File: config.mk
export PLATFORM = sky130hd
export DESIGN_NAME = fix_parser_wide
export DESIGN_NICKNAME = d
export VERILOG_FILES = /design/src/rtl/fix_parser_wide.sv
export SDC_FILE = /design/constraint.sdc
export NUM_CORES = 1
export LEC_CHECK = 0
export ABC_AREA = 1
export CORE_ASPECT_RATIO = 1.2
export CORE_MARGIN = 5
export CORE_UTILIZATION = 60
export CTS_CLUSTER_SIZE = 20
export DETAILED_ROUTE_END_ITERATION = 10
export DONT_BUFFER_PORTS = 1
export HOLD_SLACK_MARGIN = 0.05
export PLACE_DENSITY = 0.85
export SETUP_SLACK_MARGIN = 0.4
export SYNTH_ARGS = -nofsm -noshare
export SYNTH_HDL_FRONTEND = slang
export SYNTH_SLANG_ARGS = --single-unit
File: constraint.sdc
create_clock -name clk -period 4.5 [get_ports clk]
set_input_delay 0.675 -clock clk [delete_from_list [all_inputs] [get_ports clk]]
set_output_delay 0.675 -clock clk [all_outputs]
set_load 0.03 [all_outputs]
File: src/rtl/fix_parser_wide.sv
// FIX tag/value stream parser with mod-256 checksum check; all outputs registered, one cycle after the accepted byte.
// Consumes one byte per in_valid cycle with no stall; there is no backpressure.
module fix_parser_wide #(
  parameter int TAG_CHARS = 3,
  parameter int VAL_CHARS = 8
) (
  input  logic                   clk,
  input  logic                   rst,
  input  logic                   in_valid,
  input  logic [7:0]             data_in,
  output logic [8*TAG_CHARS-1:0] tag,
  output logic                   tag_valid,
  output logic [8*VAL_CHARS-1:0] value,
  output logic [7:0]             value_len,
  output logic                   value_valid,
  output logic                   value_overflow,
  output logic [7:0]             checksum_calc,
  output logic                   checksum_ok,
  output logic                   checksum_err,
  output logic                   msg_done,
  output logic                   msg_abort,
  output logic [1:0]             state
);

  localparam int TW  = 8 * TAG_CHARS;
  localparam int VW  = 8 * VAL_CHARS;
  localparam int TCW = $clog2(TAG_CHARS + 1);
  localparam logic [TCW-1:0] LP_TAG_MAX   = TCW'(TAG_CHARS);
  localparam logic [7:0]     LP_VAL_CHARS = 8'(VAL_CHARS);
  localparam logic [TW-1:0]  LP_TAG_10    = TW'(16'h3130);

  typedef enum logic [1:0] {
    ST_IDLE  = 2'd0,
    ST_TAG   = 2'd1,
    ST_VALUE = 2'd2,
    ST_CSUM  = 2'd3
  } state_t;

  state_t         r_state;
  logic [TW-1:0]  r_tag;
  logic [TCW-1:0] r_tag_cnt;
  logic [VW-1:0]  r_value;
  logic [7:0]     r_len;
  logic [7:0]     r_acc;
  logic [7:0]     r_acc_snap;
  logic [9:0]     r_cs_val;
  logic [1:0]     r_cs_cnt;
  logic           r_cs_bad;
  logic           r_tag_valid;
  logic           r_value_valid;
  logic           r_value_ovf;
  logic           r_cs_ok;
  logic           r_cs_err;
  logic           r_msg_done;
  logic           r_msg_abort;

  logic          w_digit;
  logic          w_soh;
  logic          w_eq;
  logic [TW-1:0] w_tag_shift;
  logic [VW-1:0] w_val_shift;
  logic [7:0]    w_len_inc;
  logic [7:0]    w_acc_add;
  logic [9:0]    w_cs_next;
  logic          w_cs_match;
  logic          w_ovf;

  assign w_digit     = (data_in >= 8'h30) && (data_in <= 8'h39);
  assign w_soh       = (data_in == 8'h01);
  assign w_eq        = (data_in == 8'h3D);
  assign w_tag_shift = (r_tag << 8) | TW'(data_in);
  assign w_val_shift = (r_value << 8) | VW'(data_in);
  assign w_len_inc   = (r_len == 8'hFF) ? r_len : r_len + 8'd1;
  assign w_acc_add   = r_acc + data_in;
  assign w_cs_next   = r_cs_val * 10'd10 + {6'd0, data_in[3:0]};
  // The 10-bit accumulator must be below 256 as well as match, so "439" is not accepted for 183.
  assign w_cs_match  = !r_cs_bad && (r_cs_val < 10'd256) && (r_cs_val[7:0] == r_acc_snap);
  assign w_ovf       = (r_len > LP_VAL_CHARS);

  always_ff @(posedge clk or negedge rst) begin
    if (!rst) begin
      r_state       <= ST_IDLE;
      r_tag         <= '0;
      r_tag_cnt     <= '0;
      r_value       <= '0;
      r_len         <= '0;
      r_acc         <= '0;
      r_acc_snap    <= '0;
      r_cs_val      <= '0;
      r_cs_cnt      <= '0;
      r_cs_bad      <= 1'b0;
      r_tag_valid   <= 1'b0;
      r_value_valid <= 1'b0;
      r_value_ovf   <= 1'b0;
      r_cs_ok       <= 1'b0;
      r_cs_err      <= 1'b0;
      r_msg_done    <= 1'b0;
      r_msg_abort   <= 1'b0;
    end else begin
      r_tag_valid   <= 1'b0;
      r_value_valid <= 1'b0;
      r_value_ovf   <= 1'b0;
      r_cs_ok       <= 1'b0;
      r_cs_err      <= 1'b0;
      r_msg_done    <= 1'b0;
      r_msg_abort   <= 1'b0;
      if (in_valid) begin
        case (r_state)
          ST_IDLE: begin
            if (data_in == 8'h38) begin
              r_tag     <= TW'(8'h38);
              r_tag_cnt <= TCW'(1);
              r_acc     <= 8'h38;
              r_state   <= ST_TAG;
            end
          end

          ST_TAG: begin
            r_acc <= w_acc_add;
            if (w_digit && (r_tag_cnt != LP_TAG_MAX)) begin
              r_tag     <= w_tag_shift;
              r_tag_cnt <= r_tag_cnt + TCW'(1);
            end else if (w_eq && (r_tag_cnt != '0)) begin
              r_tag_valid <= 1'b1;
              r_value     <= '0;
              r_len       <= '0;
              if (r_tag == LP_TAG_10) begin
                r_cs_val <= '0;
                r_cs_cnt <= '0;
                r_cs_bad <= 1'b0;
                r_state  <= ST_CSUM;
              end else begin
                r_state <= ST_VALUE;
              end
            end else begin
              r_msg_abort <= 1'b1;
              r_tag       <= '0;
              r_tag_cnt   <= '0;
              r_state     <= ST_IDLE;
            end
          end

          ST_VALUE: begin
            r_acc <= w_acc_add;
            if (w_soh) begin
              r_value_valid <= 1'b1;
              r_value_ovf   <= w_ovf;
              // Snapshot covers every byte up to and including this SOH, i.e. before the next tag.
              r_acc_snap    <= w_acc_add;
              r_tag         <= '0;
              r_tag_cnt     <= '0;
              r_state       <= ST_TAG;
            end else begin
              r_value <= w_val_shift;
              r_len   <= w_len_inc;
            end
          end

          ST_CSUM: begin
            if (w_soh) begin
              r_value_valid <= 1'b1;
              r_value_ovf   <= w_ovf;
              r_msg_done    <= 1'b1;
              r_cs_ok       <= w_cs_match;
              r_cs_err      <= !w_cs_match;
              r_state       <= ST_IDLE;
            end else begin
              r_value <= w_val_shift;
              r_len   <= w_len_inc;
              if (w_digit && (r_cs_cnt != 2'd3)) begin
                r_cs_val <= w_cs_next;
                r_cs_cnt <= r_cs_cnt + 2'd1;
              end else begin
                r_cs_bad <= 1'b1;
              end
            end
          end

          default: r_state <= ST_IDLE;
        endcase
      end
    end
  end

  assign tag            = r_tag;
  assign tag_valid      = r_tag_valid;
  assign value          = r_value;
  assign value_len      = r_len;
  assign value_valid    = r_value_valid;
  assign value_overflow = r_value_ovf;
  assign checksum_calc  = r_acc_snap;
  assign checksum_ok    = r_cs_ok;
  assign checksum_err   = r_cs_err;
  assign msg_done       = r_msg_done;
  assign msg_abort      = r_msg_abort;
  assign state          = r_state;

endmodule
==> impl_summary.log <==
[metrics] run status: finished, final reports clean
[metrics] Diodes inserted: 0
[metrics] Final Setup Violations: 0
[metrics] Post-Route WL: 17300 um
[metrics] P_sw: between 1500 and 2000 uW
[metrics] Die ar.: 0.0145 mm2
[metrics] GR Util All Layers: 23.7%
[metrics] Starting Density: 60.7%
[metrics] Setup Fix Bufs, Post-CTS: 0
[metrics] global-route congestion overflow total: 0
[metrics] largest incremental delay on the critical path: roughly 0.53 ns
[metrics] cell at the root of the clock tree: sky130_fd_sc_hd__clkbuf_16
[metrics] worst reg-to-reg setup slack: 1.60 ns
[metrics] cell leakage power: about 0.004 uW
[metrics] CTS tree: built
[metrics] slowest library cell on the worst path: sky130_fd_sc_hd__dfrtp_1
[metrics] count of buffers inserted at the top-level ports: 0
[metrics] shortest period the worst path allows: 2.90 ns
[metrics] post-route clock skew: 0.00845 ns
[metrics] syn nets: 917
[metrics] element type at the critical path start: flop
[metrics] sequential power share: between 40% and 50%
[metrics] dominant cells by area after synthesis: sky130_fd_sc_hd__dfrtp_1, sky130_fd_sc_hd__nand2_1, sky130_fd_sc_hd__nand3_1
[metrics] die height: 131 um
[metrics] share of the yosys chip area belonging to registers: a little under half
[metrics] path type of the worst setup path: flop to flop
[metrics] setup repair after global routing missed its margin: false
[metrics] R2R Path Start: state[0]
[metrics] row count: between 40 and 50
[metrics] capturing point of the worst reg2reg path: value[20]
[metrics] first-pass GRT wire length: 28100 um
[metrics] clock-pin slew on the worst setup and hold paths: 0.06 ns
[metrics] met3 wire len: 1560 um
[metrics] mean cell area of the mapped netlist: 8.34 um2
[metrics] data arrival time of the critical path: 3.25 ns
[metrics] number of top-level pins: 124
[metrics] library cells used by synthesis: a little over 40
[metrics] net count reported at finish: ~900
[metrics] top cell type by total area after synthesis: sky130_fd_sc_hd__dfrtp_1
[metrics] Critical Path End Type: flop
[metrics] crit share post-route: 64.5%
[metrics] slew at the pin closest to its max-slew limit: ~0.76 ns
[metrics] M1 WL: roughly 6700 um
[metrics] RePlAce Congestion: 0.905
[metrics] Die Wd: 111 um
[metrics] biggest fanout along the worst timing path: 35
[metrics] max-cap viol count: 0
[metrics] post-synth top area share: a little under half
[metrics] worst ir drop on vdd: 0.312 mV
[metrics] insertion delay of the later-clocked pin in the worst-skew pair: between 0.4 and 0.5 ns
[metrics] maximum number of pins on one net before global-route repair: 137
[metrics] initial antenna violation count: 0
[metrics] Hold Crit Class: primary input to async pin
[metrics] share of the core filled with cells in the final layout: 65.4%
[metrics] number of gates resized after cts: 0
[metrics] Avg WL per Cell: 16.8 um
[metrics] Fmax achieved: about 340 MHz
[metrics] DRT iter0 DRCs: between 400 and 500
[metrics] crit path cell chain: ha_1, nor2_2, inv_2, nand2_1, o21ai_4, nor2_8, buf_4, nand3_1, nand2_1
[metrics] via count of the first global-routing pass: 5657
[metrics] CTS H-Tree Depth: 4
[metrics] Bufs on Longest Clock Path: 2
[metrics] reg2reg path depth: 9
[metrics] flop and latch count out of synthesis: 136
[metrics] Initial DRT Pass Iterations: 5
[metrics] Comb power frac: ~25%
[metrics] share of total power consumed by net switching: between 30% and 40%
[metrics] most used cell, CP: sky130_fd_sc_hd__nand2_1
[metrics] Fin Setup TNS: 0 ns
[metrics] Detail Route Antenna Nets: 0
[metrics] area of the core: about 0.012 mm2
[metrics] Relative slew margins: 49.4%
[metrics] Layout Area Growth over Synthesis: 7.70%
[metrics] cell internal pwr: about 2400 uW
[metrics] fraction of layout instances using a drive strength above 1: around 10%
[metrics] Hold Violations, Final: 0
[metrics] CP required: 4.85 ns
[metrics] estimated wirelength of the detail-placed design: 11900 um
[metrics] number of standard cells after synthesis: just under 900
[metrics] via count: 5945
[metrics] final design area excluding fillers: just under 0.008 mm2
[metrics] max-slew violation count: 0
[metrics] number of buffers inserted during clock tree synthesis: 17
[metrics] average via count per standard cell: 5.76
[metrics] Max Used Layer: met4
[metrics] total of warnings raised by yosys: 0
[metrics] P per Cell Area: about 510 mW/mm2
[metrics] drt drc: 0
[metrics] Clk pwr share: 32.4%
[metrics] clock sink count: about 140
[metrics] total standard cell area after synthesis: 0.00728 mm2
[metrics] amount of wire on met2 after detailed routing: 8710 um
[metrics] placed instance area: 0.00726 mm2
-- sequential cells by signal, indices dropped and copies added, names as in the netlist --
signal and flops:
value 64, checksum_calc 8, checksum_err 1, r_tag_cnt 2
msg_done 1, r_acc 8, value_overflow 1, r_cs_bad 1
value_valid 1, checksum_ok 1, value_len 8, tag 24
r_cs_val 10, msg_abort 1, state 2, r_cs_cnt 2
tag_valid 1
-- cell usage in the layout (no fill, tap or decap), types with 2 or more instances in the layout --
cell type,count
sky130_fd_sc_hd__a21oi_1,4
sky130_fd_sc_hd__o21ai_0,67
sky130_fd_sc_hd__or2_2,8
sky130_fd_sc_hd__dfrtp_1,136
sky130_fd_sc_hd__nor2_1,57
sky130_fd_sc_hd__o21ai_2,4
sky130_fd_sc_hd__nor2_4,2
sky130_fd_sc_hd__nand2_2,3
sky130_fd_sc_hd__nor2_2,3
sky130_fd_sc_hd__clkinv_4,3
sky130_fd_sc_hd__nand3b_1,3
sky130_fd_sc_hd__inv_1,61
sky130_fd_sc_hd__clkinv_2,4
sky130_fd_sc_hd__clkinvlp_4,3
sky130_fd_sc_hd__fa_1,3
sky130_fd_sc_hd__nor3_1,7
sky130_fd_sc_hd__nand2_1,256
sky130_fd_sc_hd__nand4_1,11
sky130_fd_sc_hd__inv_6,3
sky130_fd_sc_hd__ha_1,30
sky130_fd_sc_hd__clkbuf_16,17
sky130_fd_sc_hd__nand3_2,21
sky130_fd_sc_hd__xnor2_1,5
sky130_fd_sc_hd__a31oi_1,2
sky130_fd_sc_hd__o22a_1,2
sky130_fd_sc_hd__buf_4,4
sky130_fd_sc_hd__nand3_1,93
sky130_fd_sc_hd__nor4_1,2
sky130_fd_sc_hd__inv_2,4
sky130_fd_sc_hd__o21ai_1,23
sky130_fd_sc_hd__xor2_1,16
-- routing by layer --
metal  vias to the layer above  global-route usage, %
met5                         -                      0
met4                         0                   8.33
met3                        37                   8.34
met2                       223                   39.3
met1                      2860                   29.3
li1                       2825                      -
-- area by class of cell --
cell class	instances	area (um2)
timing repair buffer	5	57.6
clock inverter	14	125
multi-input combinational	632	3380
inverter	66	248
fill	1001	4160
sequential	136	3400
tap	161	201
clock buffer	18	429
-- Yosys cell counts, drive strengths merged --
cell type / instances
or2: 8
clkbuf: 11
nor2: 63
a21o: 1
fa: 3
o22a: 2
xnor2: 5
nand2: 259
nand3b: 3
o21ai: 95
a211oi: 1
inv: 65
nand4: 13
nand3: 114
o21bai: 1
o22ai: 1
buf: 28
a21oi: 4
xor2: 16
a31oi: 2
dfrtp: 136
nor3: 9
nor4: 2
ha: 30
clkinv: 1
-- repair_timing --
item,4_1_cts,5_1_grt
hold endpoints to repair,136,0
hold buffers,1,0
endpoints found under the setup margin,0,0
-- kinds of logic after synthesis --
family	synth area share (%)
adders and majority gates	5.98
xor gates and xnor gates	2.53
DFF	46.7
and+or+nand+nor	29.9
buffers and inverters	6.97
AOI/OAI and AO/OA	7.87
-- per-stage QoR --
| step | setup WS, ns | total power, uW | hold WS [ns] | std cells |
|---|---|---|---|---|
| after floorplan | 2.37 | 2520 | 0.379 | 873 |
| after global placement | 1.67 | 2670 | 0.382 | 999 |
| after detailed placement | 1.61 | 2700 | 0.383 | 999 |
| after CTS | 1.56 | 4030 | 0.279 | 1032 |
| after global routing | 1.30 | 4230 | 0.278 | 1032 |
| final | 1.60 | 4020 | 0.179 | 1032 |
-- power groups by stage --
stage | combinational, uW | sequential (uW) | clock (uW)
final | 1000 | 1720 | 1300
after global routing | 1130 | 1730 | 1370
after CTS | 998 | 1720 | 1310
after detailed placement | 962 | 1740 | 0
after global placement | 936 | 1730 | 0
after floorplan | 845 | 1670 | 0
-- worst max-delay path: cells and delay by family (launching register included) --
family                     cells  cell delay [ns]
AOI/OAI and AO/OA              1             0.09
DFF                            1             0.53
buffers and inverters          2             0.55
adders and majority gates      1             0.47
and+or+nand+nor                5             1.20
-- worst max path at each step --
| stage | startpoint | endpoint | slack, ns | cells past startpoint |
|---|---|---|---|---|
| after floorplan | r_cs_val[1] | r_cs_val[9] | 2.37 | 11 |
| after detailed placement | state[0] | value[16] | 1.61 | 9 |
| after global routing | state[0] | value[20] | 1.30 | 9 |
| after CTS | state[0] | value[30] | 1.56 | 9 |
| after global placement | state[0] | value[39] | 1.67 | 9 |
| final | state[0] | value[20] | 1.60 | 9 |
No activity file was read; power rests on OpenSTA's default activity.
